File: src/rtl/frame_stream_arbiter.sv
`default_nettype none
// ============================================================================
// Module   : frame_stream_arbiter
// Function : Frame-atomic round-robin merge of NUM_CH framed streams.
//            Define FRAME_STREAM_ARBITER_CHECK_EN for header/footer checking.
// Revision : 1.0
// ============================================================================
module frame_stream_arbiter #(
  parameter int         NUM_CH        = 4,
  parameter int         DATA_WIDTH    = 64,
  parameter int         LEN_WIDTH     = 10,
  parameter int         MAX_FRAME_LEN = 400,
  parameter logic [7:0] HEADER_ID     = 8'hFF,
  parameter logic [7:0] FOOTER_ID     = 8'h0F
) (
  input  logic                         CLK,
  input  logic                         RESET,
  input  logic [NUM_CH-1:0]            CH_VALID,
  input  logic [NUM_CH*DATA_WIDTH-1:0] CH_DATA,
  output logic [NUM_CH-1:0]            CH_READY,
  output logic                         M_VALID,
  output logic [DATA_WIDTH-1:0]        M_DATA,
  output logic                         M_LAST,
  output logic [$clog2(NUM_CH)-1:0]    M_CH,
  input  logic                         M_READY,
  output logic [31:0]                  FRAME_CNT,
  output logic [15:0]                  ERR_CNT
);

  localparam int          CH_W     = $clog2(NUM_CH);
  localparam logic [31:0] c_max_len = MAX_FRAME_LEN;

  localparam logic [1:0] S_IDLE   = 2'd0;
  localparam logic [1:0] S_HEADER = 2'd1;
  localparam logic [1:0] S_BODY   = 2'd2;
  localparam logic [1:0] S_FOOTER = 2'd3;

  logic [1:0]            r_state;
  logic [1:0]            w_next_state;
  logic [CH_W-1:0]       r_grant;
  logic [CH_W-1:0]       r_rr_ptr;
  logic [LEN_WIDTH-1:0]  r_cnt;
  logic                  r_m_valid;
  logic [DATA_WIDTH-1:0] r_m_data;
  logic                  r_m_last;
  logic [CH_W-1:0]       r_m_ch;
  logic [31:0]           r_frame_cnt;

  logic                  w_any_req;
  logic [CH_W-1:0]       w_pick;
  logic [DATA_WIDTH-1:0] w_in_data;
  logic                  w_slot;
  logic                  w_xfer;
  logic                  w_load;
  logic                  w_hdr_drop;
  logic [LEN_WIDTH-1:0]  w_len_raw;
  logic                  w_len_over;
  logic [LEN_WIDTH-1:0]  w_len;

  assign w_any_req  = |CH_VALID;
  assign w_slot     = (r_state != S_IDLE) && (!r_m_valid || M_READY);
  assign w_xfer     = w_slot && CH_VALID[r_grant];
  assign w_load     = w_xfer && !w_hdr_drop;
  assign w_len_raw  = w_in_data[LEN_WIDTH-1:0];
  assign w_len_over = 32'(w_len_raw) > c_max_len;
  assign w_len      = w_len_over ? c_max_len[LEN_WIDTH-1:0] : w_len_raw;

  // First requester strictly after the last served channel, cyclically
  always_comb begin
    logic [CH_W-1:0] cand;
    w_pick = '0;
    cand   = '0;
    for (int i = NUM_CH; i >= 1; i--) begin
      cand = CH_W'((int'(r_rr_ptr) + i) % NUM_CH);
      if (CH_VALID[cand]) w_pick = cand;
    end
  end

  always_comb begin
    w_in_data = '0;
    for (int i = 0; i < NUM_CH; i++) begin
      if (r_grant == CH_W'(i)) w_in_data = CH_DATA[i*DATA_WIDTH +: DATA_WIDTH];
    end
  end

  always_ff @(posedge CLK or posedge RESET) begin
    if (RESET) r_state <= S_IDLE;
    else       r_state <= w_next_state;
  end

  always_comb begin
    w_next_state = r_state;
    case (r_state)
      S_IDLE:   if (w_any_req) w_next_state = S_HEADER;
      S_HEADER: if (w_xfer && !w_hdr_drop)
                  w_next_state = (w_len == '0) ? S_FOOTER : S_BODY;
      S_BODY:   if (w_xfer && r_cnt == LEN_WIDTH'(1)) w_next_state = S_FOOTER;
      S_FOOTER: if (w_xfer) w_next_state = S_IDLE;
      default:  w_next_state = S_IDLE;
    endcase
  end

  always_comb begin
    CH_READY = '0;
    if (w_slot) CH_READY[r_grant] = 1'b1;
  end

  always_ff @(posedge CLK or posedge RESET) begin
    if (RESET) begin
      r_grant     <= '0;
      r_rr_ptr    <= CH_W'(NUM_CH - 1);
      r_cnt       <= '0;
      r_m_valid   <= 1'b0;
      r_m_data    <= '0;
      r_m_last    <= 1'b0;
      r_m_ch      <= '0;
      r_frame_cnt <= '0;
    end else begin
      if (r_state == S_IDLE && w_any_req) r_grant <= w_pick;
      if (w_xfer) begin
        case (r_state)
          S_HEADER: if (!w_hdr_drop) r_cnt <= w_len;
          S_BODY:   r_cnt <= r_cnt - LEN_WIDTH'(1);
          S_FOOTER: begin
            r_rr_ptr    <= r_grant;
            r_frame_cnt <= r_frame_cnt + 32'd1;
          end
          default: ;
        endcase
      end
      if (w_load) begin
        r_m_valid <= 1'b1;
        r_m_data  <= w_in_data;
        r_m_last  <= (r_state == S_FOOTER);
        r_m_ch    <= r_grant;
      end else if (M_READY) begin
        r_m_valid <= 1'b0;
      end
    end
  end

`ifdef FRAME_STREAM_ARBITER_CHECK_EN
  logic        w_hdr_bad;
  logic        w_ftr_bad;
  logic        w_err_evt;
  logic [15:0] r_err_cnt;

  assign w_hdr_bad  = w_in_data[DATA_WIDTH-1 -: 8] != HEADER_ID;
  assign w_ftr_bad  = w_in_data[7:0] != FOOTER_ID;
  // A bad header is swallowed so the next word is tried as a header
  assign w_hdr_drop = (r_state == S_HEADER) && w_hdr_bad;
  assign w_err_evt  = w_xfer && (((r_state == S_HEADER) && (w_hdr_bad || w_len_over)) ||
                                 ((r_state == S_FOOTER) && w_ftr_bad));

  always_ff @(posedge CLK or posedge RESET) begin
    if (RESET)                                r_err_cnt <= '0;
    else if (w_err_evt && r_err_cnt != 16'hFFFF) r_err_cnt <= r_err_cnt + 16'd1;
  end

  assign ERR_CNT = r_err_cnt;
`else
  logic w_unused_ids;
  assign w_unused_ids = ^{HEADER_ID, FOOTER_ID};
  assign w_hdr_drop   = 1'b0;
  assign ERR_CNT      = '0;
`endif

  assign M_VALID   = r_m_valid;
  assign M_DATA    = r_m_data;
  assign M_LAST    = r_m_last;
  assign M_CH      = r_m_ch;
  assign FRAME_CNT = r_frame_cnt;

endmodule
`default_nettype wire

File: config.mk
export PLATFORM = sky130hd
export DESIGN_NAME = frame_stream_arbiter
export DESIGN_NICKNAME = d
export VERILOG_FILES = /design/src/rtl/frame_stream_arbiter.sv
export SDC_FILE = /design/constraint.sdc
export NUM_CORES = 1
export LEC_CHECK = 0
export BUFFER_PORTS_ARGS = -buffer_cell sky130_fd_sc_hd__clkbuf_2
export CAP_MARGIN = 5
export CORE_AREA = 2 2 148 150
export CTS_BUF_LIST = sky130_fd_sc_hd__clkbuf_2
export CTS_CLUSTER_DIAMETER = 50
export DETAILED_ROUTE_END_ITERATION = 10
export DIE_AREA = 0 0 150 152
export PLACE_DENSITY_LB_ADDON = 0.05
export SLEW_MARGIN = 40
export SYNTH_ARGS = -nofsm -noshare
export SYNTH_HDL_FRONTEND = slang
export SYNTH_SLANG_ARGS = --single-unit
File: constraint.sdc
create_clock -name CLK -period 4.3 [get_ports CLK]
set_input_delay 0.86 -clock CLK [delete_from_list [all_inputs] [get_ports CLK]]
set_output_delay 0.86 -clock CLK [all_outputs]
set_load 0.05 [all_outputs]
After elaboration in Yosys (flattened, before gate mapping)
Index checks and enable logic that the tools add are counted.

operators by class
  reductions and logical operators = 17
  order comparisons = 7
  add/sub/neg operators = 6
  equality and inequality tests = 11
  multiplexer cells = 31

operators by type and width
  operator               count
  $mux 64                4
  $add 32x1->32 const B  1
  $pmux 10 s2            1
  $mux 2                 8
  $lt 2x3->1 const B     5
  $bmux 1 s2             5
  $eq 10x1->1 const B    1
  $gt 10x9->1 const B    1
  $logic_not 10->1       1
  $mux 10                1
  $sub 10x1->10 const B  1
  $mux 1                 9
  $eq 2x2->1 const B     4
  $ne 2x2->1 const B     4
  $pmux 2 s4             1
  $reduce_bool 2->1      3
  $logic_and 1x1->1      5
  $add 2x1->2 const B    2
  $add 2x2->2 const B    2
  $eq 2x1->1 const B     2
  $logic_not 2->1        2
  $mux 4                 1
  $reduce_and 2->1       2
  $reduce_and 4->1       1
  5 further kinds        5

word-level totals
  register bits = 116
  input port bits = 263
  logic and storage cells = 81
  output and inout port bits = 120

Logic depth before layout (Yosys ltp)
  depth after elaboration = 11
  mapped depth = 9
  depth with buffers taken out = 7

Worst setup path before layout
OpenSTA, ideal clock, no wires.

  kind = in2out
  start = input port M_READY
  end = output port CH_READY[2]
  arrival time = 2.526 ns
  stages on the path = 4
  path slack = 0.914 ns
  data required time = 3.440 ns
  buffers on the path = 1
  cell sequence = nand2b_1 -> clkbuf_1 -> nand2_1 -> nor3b_1

between the ends
  longest elaborated chain between the ends = 3

RTL lines
  element            RTL line  RTL
  start, declared    25        input logic M_READY,
  $logic_or 1x1->1   61        assign w_slot = (r_state != S_IDLE) && (!r_m_valid || M_READY);
  $logic_and 1x1->1  61
  $mux 4             105       if (w_slot) CH_READY[r_grant] = 1'b1;
  end, declared      20        output logic [NUM_CH-1:0] CH_READY,

No other way between the ends.

Worst setup path after layout
  start = register r_grant[0]
  end = output port CH_READY[3]

between the ends
  longest elaborated chain between the ends = 5
  elaborated cells on any way between the ends = 6
  classes of those cells = order compare: 2; mux: 3; reduce/logical: 1

RTL lines
  element                                                                RTL line  RTL
  start, declared                                                        40        logic [CH_W-1:0] r_grant;
  start signal, assigned                                                 119       if (r_state == S_IDLE && w_any_req) r_grant <= w_pick;
  $lt 2x3->1 (implied by the code) / $ge 2x1->1 (equally long branches)  105
  $logic_and 1x1->1 (implied by the code)                                105
  $mux 1 (implied by the code)                                           105
  $demux 1 s2 (*)                                                        105
  $mux 4 (*)                                                             105

Every way passes the cells marked *; elsewhere a longest branch is shown, timed or not.

==> metrics <==
status complete, no violations; most frequent cell after synthesis nand2_1; Layout Nets 1276; final wirelength 21.9 mm; CP Max Fanout 30; clock latency on the worst-skew pair 0.70 ns; CP arrival 2.53 ns; Synth Flop Type dfrtp_1; violation count after the first detailed-route iteration 289; Synth top cells by count nand2_1 (220), dfrtp_1 (114), mux4_2 (65); synthesized area per cell 10.4 sq um; largest net degree at the start of global routing 65; VDD IR max 0.000264 V; Rel. slew slack 48.3%; post-route ant nets 0; Layout Cells excl Fill 1301; Die W 150 microns; clk slew on worst S/H paths 0.19 ns; # setup viols final 0; Ports 383; ranking of synthesized cells by area dfrtp_1 (42%), mux4_2 (22%), nand2_1 (12%); Core Box Area 21400 sq um; DIE AREA 22800 sq um; clock root buffer master clkbuf_2; Least-Margin Pin Slew 0.774 ns; Routed WL per cell 16.8 microns; Pwr Density 736 nW/um^2; RSZ-0062 raised after global routing false; Setup TNS 0 ns; crit path cell chain buf_4 -> and4_1 -> clkbuf_2; final worst-path cycle share 78.9%; PostCTS Resize Cnt 0; register bit total from synthesis 116; Startpoint Class flop; Initial Utilization 31.7%; Remaining DRCs 0; Area growth, synth to finish 33.7%; Crit. End Element output port; initial antenna violation count 1; Post-Place Cells 1267; Max Fclk 0.295 GHz; ys async rst share 100%; critical path required time 3.44 ns; design area 9050 sq um; Post-CTS Hold Buffers 0; vias in the first global route 6268; layout cell share with drive strength beyond 1 48.0%; filler cell count 2236; GR Util All Layers 19.8%; TritonRoute pass-1 iters 4; vias per cell 4.73; TritonCTS Sinks 116; first-pass GRT wire length 34.8 mm; CTS tree yes; setup repair bufs after CTS 0; Final Max Slew Viols 0; Netlist cell types 49; HP Class input port to async pin; sequential-to-total area share from yosys stat 42.9%; Port Buffers 366; GR Overflow Total 0; Clock Tree Buf Depth 2; Synth top area share 42.2%; Buf/Inv on CP 2; Hold Fails Final Rpt 0; path depth of the worst reg2reg path 5; Critical-path top delay cell dfrtp_4; skew final 0.0390 ns; setup slack, reg-to-reg 1.60 ns; CP max stage delay 0.72 ns; worst flop-to-flop path startpoint r_grant[0]$_DFFE_PP0P_; leakage 4.70 nW; WS Path Type flop to output port; routability cong. 0.785; Max H-tree Level 4; post-synth top area cell dfrtp_1; vias post-DR 6152; Die H 152 microns; EDFF count, synth 0; max capacitance violation total 0; gate count of the mapped netlist 651; Post-Syn Area 6770 sq um; largest delay contributor family on the critical path buffers and inverters; reg2reg end r_cnt[0]$_DFFE_PP0P_; Placed Area 8800 sq um; Core Rows 54; DP Wirelength 17.4 mm; post-layout minimum cycle time 3.39 ns; warnings from Yosys 0; number of buffers created by CTS 17
==> cell families (layout without fill, tap and decap cells) <==
logic type	count (synthesis)	in the layout	synth area share, %
and+or+nand+nor	315	315	20.4
other	1	18	0.0554
buffers and inverters	66	419	4.72
xor gates and xnor gates	31	31	4.01
adders and majority gates	7	7	1.29
AOI/OAI and AO/OA	43	43	3.88
DFF	116	116	42.9
muxes	72	72	22.7
==> area by class of cell <==
type,instances,area (sq um),share of cell area [%]
diodes,2,5.00,0.0553
inverters,13,51.3,0.567
clock buffers,17,85.1,0.940
well taps,280,350,3.87
flip-flops and latches,116,2910,32.2
multi-input cells,484,3600,39.8
clock inverters,15,154,1.70
repair buffers,374,1890,20.9
==> how the worst max path moves through the flow <==
stage                                start                   endpoint  slack, ns  cells past startpoint
global placement               CH_VALID[3]  FRAME_CNT[23]$_DFFE_PP0P_       1.48                      6
CTS                 r_grant[0]$_DFFE_PP0P_                CH_READY[3]       0.77                      3
floorplan                            RESET   FRAME_CNT[0]$_DFFE_PP0P_       0.37                      1
global route        r_grant[0]$_DFFE_PP0P_                CH_READY[3]       0.61                      3
detailed placement             CH_VALID[3]  FRAME_CNT[23]$_DFFE_PP0P_       1.44                      6
finish              r_grant[0]$_DFFE_PP0P_                CH_READY[3]       0.91                      3
==> power by group <==
part	switching (mW)	internal, mW	total [mW]
Combinational	2.77	1.31	4.08
Clock	0.474	0.269	0.743
Sequential	0.323	1.51	1.83
==> layer usage <==
metal / vias up / global-route usage [%] / wire [microns]
met4: 0 / 4.45 / 263
li1: 2975 / - / -
met1: 2961 / 24.4 / 8800
met3: 20 / 4.80 / 1110
met2: 196 / 35.0 / 11700
met5: - / 0 / 0
==> state kept, by name, indices dropped and copies added (netlist names) <==
name / flops
M_DATA: 64
FRAME_CNT: 32
r_cnt: 10
M_CH: 2
r_grant: 2
r_rr_ptr: 2
r_state: 2
M_LAST: 1
M_VALID: 1
==> metrics by stage <==
| stage | hold WS (ns) | utilization (%) | power, mW | setup slack [ns] |
|---|---|---|---|---|
| CTS | 0.190 | 42.4 | 6.78 | 0.766 |
| detailed placement | 0.460 | 41.2 | 6.03 | 1.44 |
| finish | 0.240 | 42.4 | 6.66 | 0.909 |
| floorplan | 0.471 | - | 4.95 | 0.371 |
| global placement | 0.459 | 41.2 | 6.03 | 1.48 |
| global route | 0.177 | 42.4 | 7.18 | 0.611 |
==> placed cells by master, fill, tap and decap left out, types with 6 or more instances in the layout <==
cell	Yosys	layout
a21oi_1	12	12
a31oi_1	7	7
and3_1	7	6
buf_4	16	8
clkbuf_2	0	383
conb_1	1	16
dfrtp_1	114	112
ha_1	7	7
inv_1	12	11
mux4_2	65	65
nand2_1	220	220
nand3_1	27	27
nand4_1	7	7
nor2_1	17	17
nor3_1	13	13
o21ai_0	11	11
xnor2_1	23	23
xor2_1	8	8
Note: power is estimated with default switching activity, not from simulation.
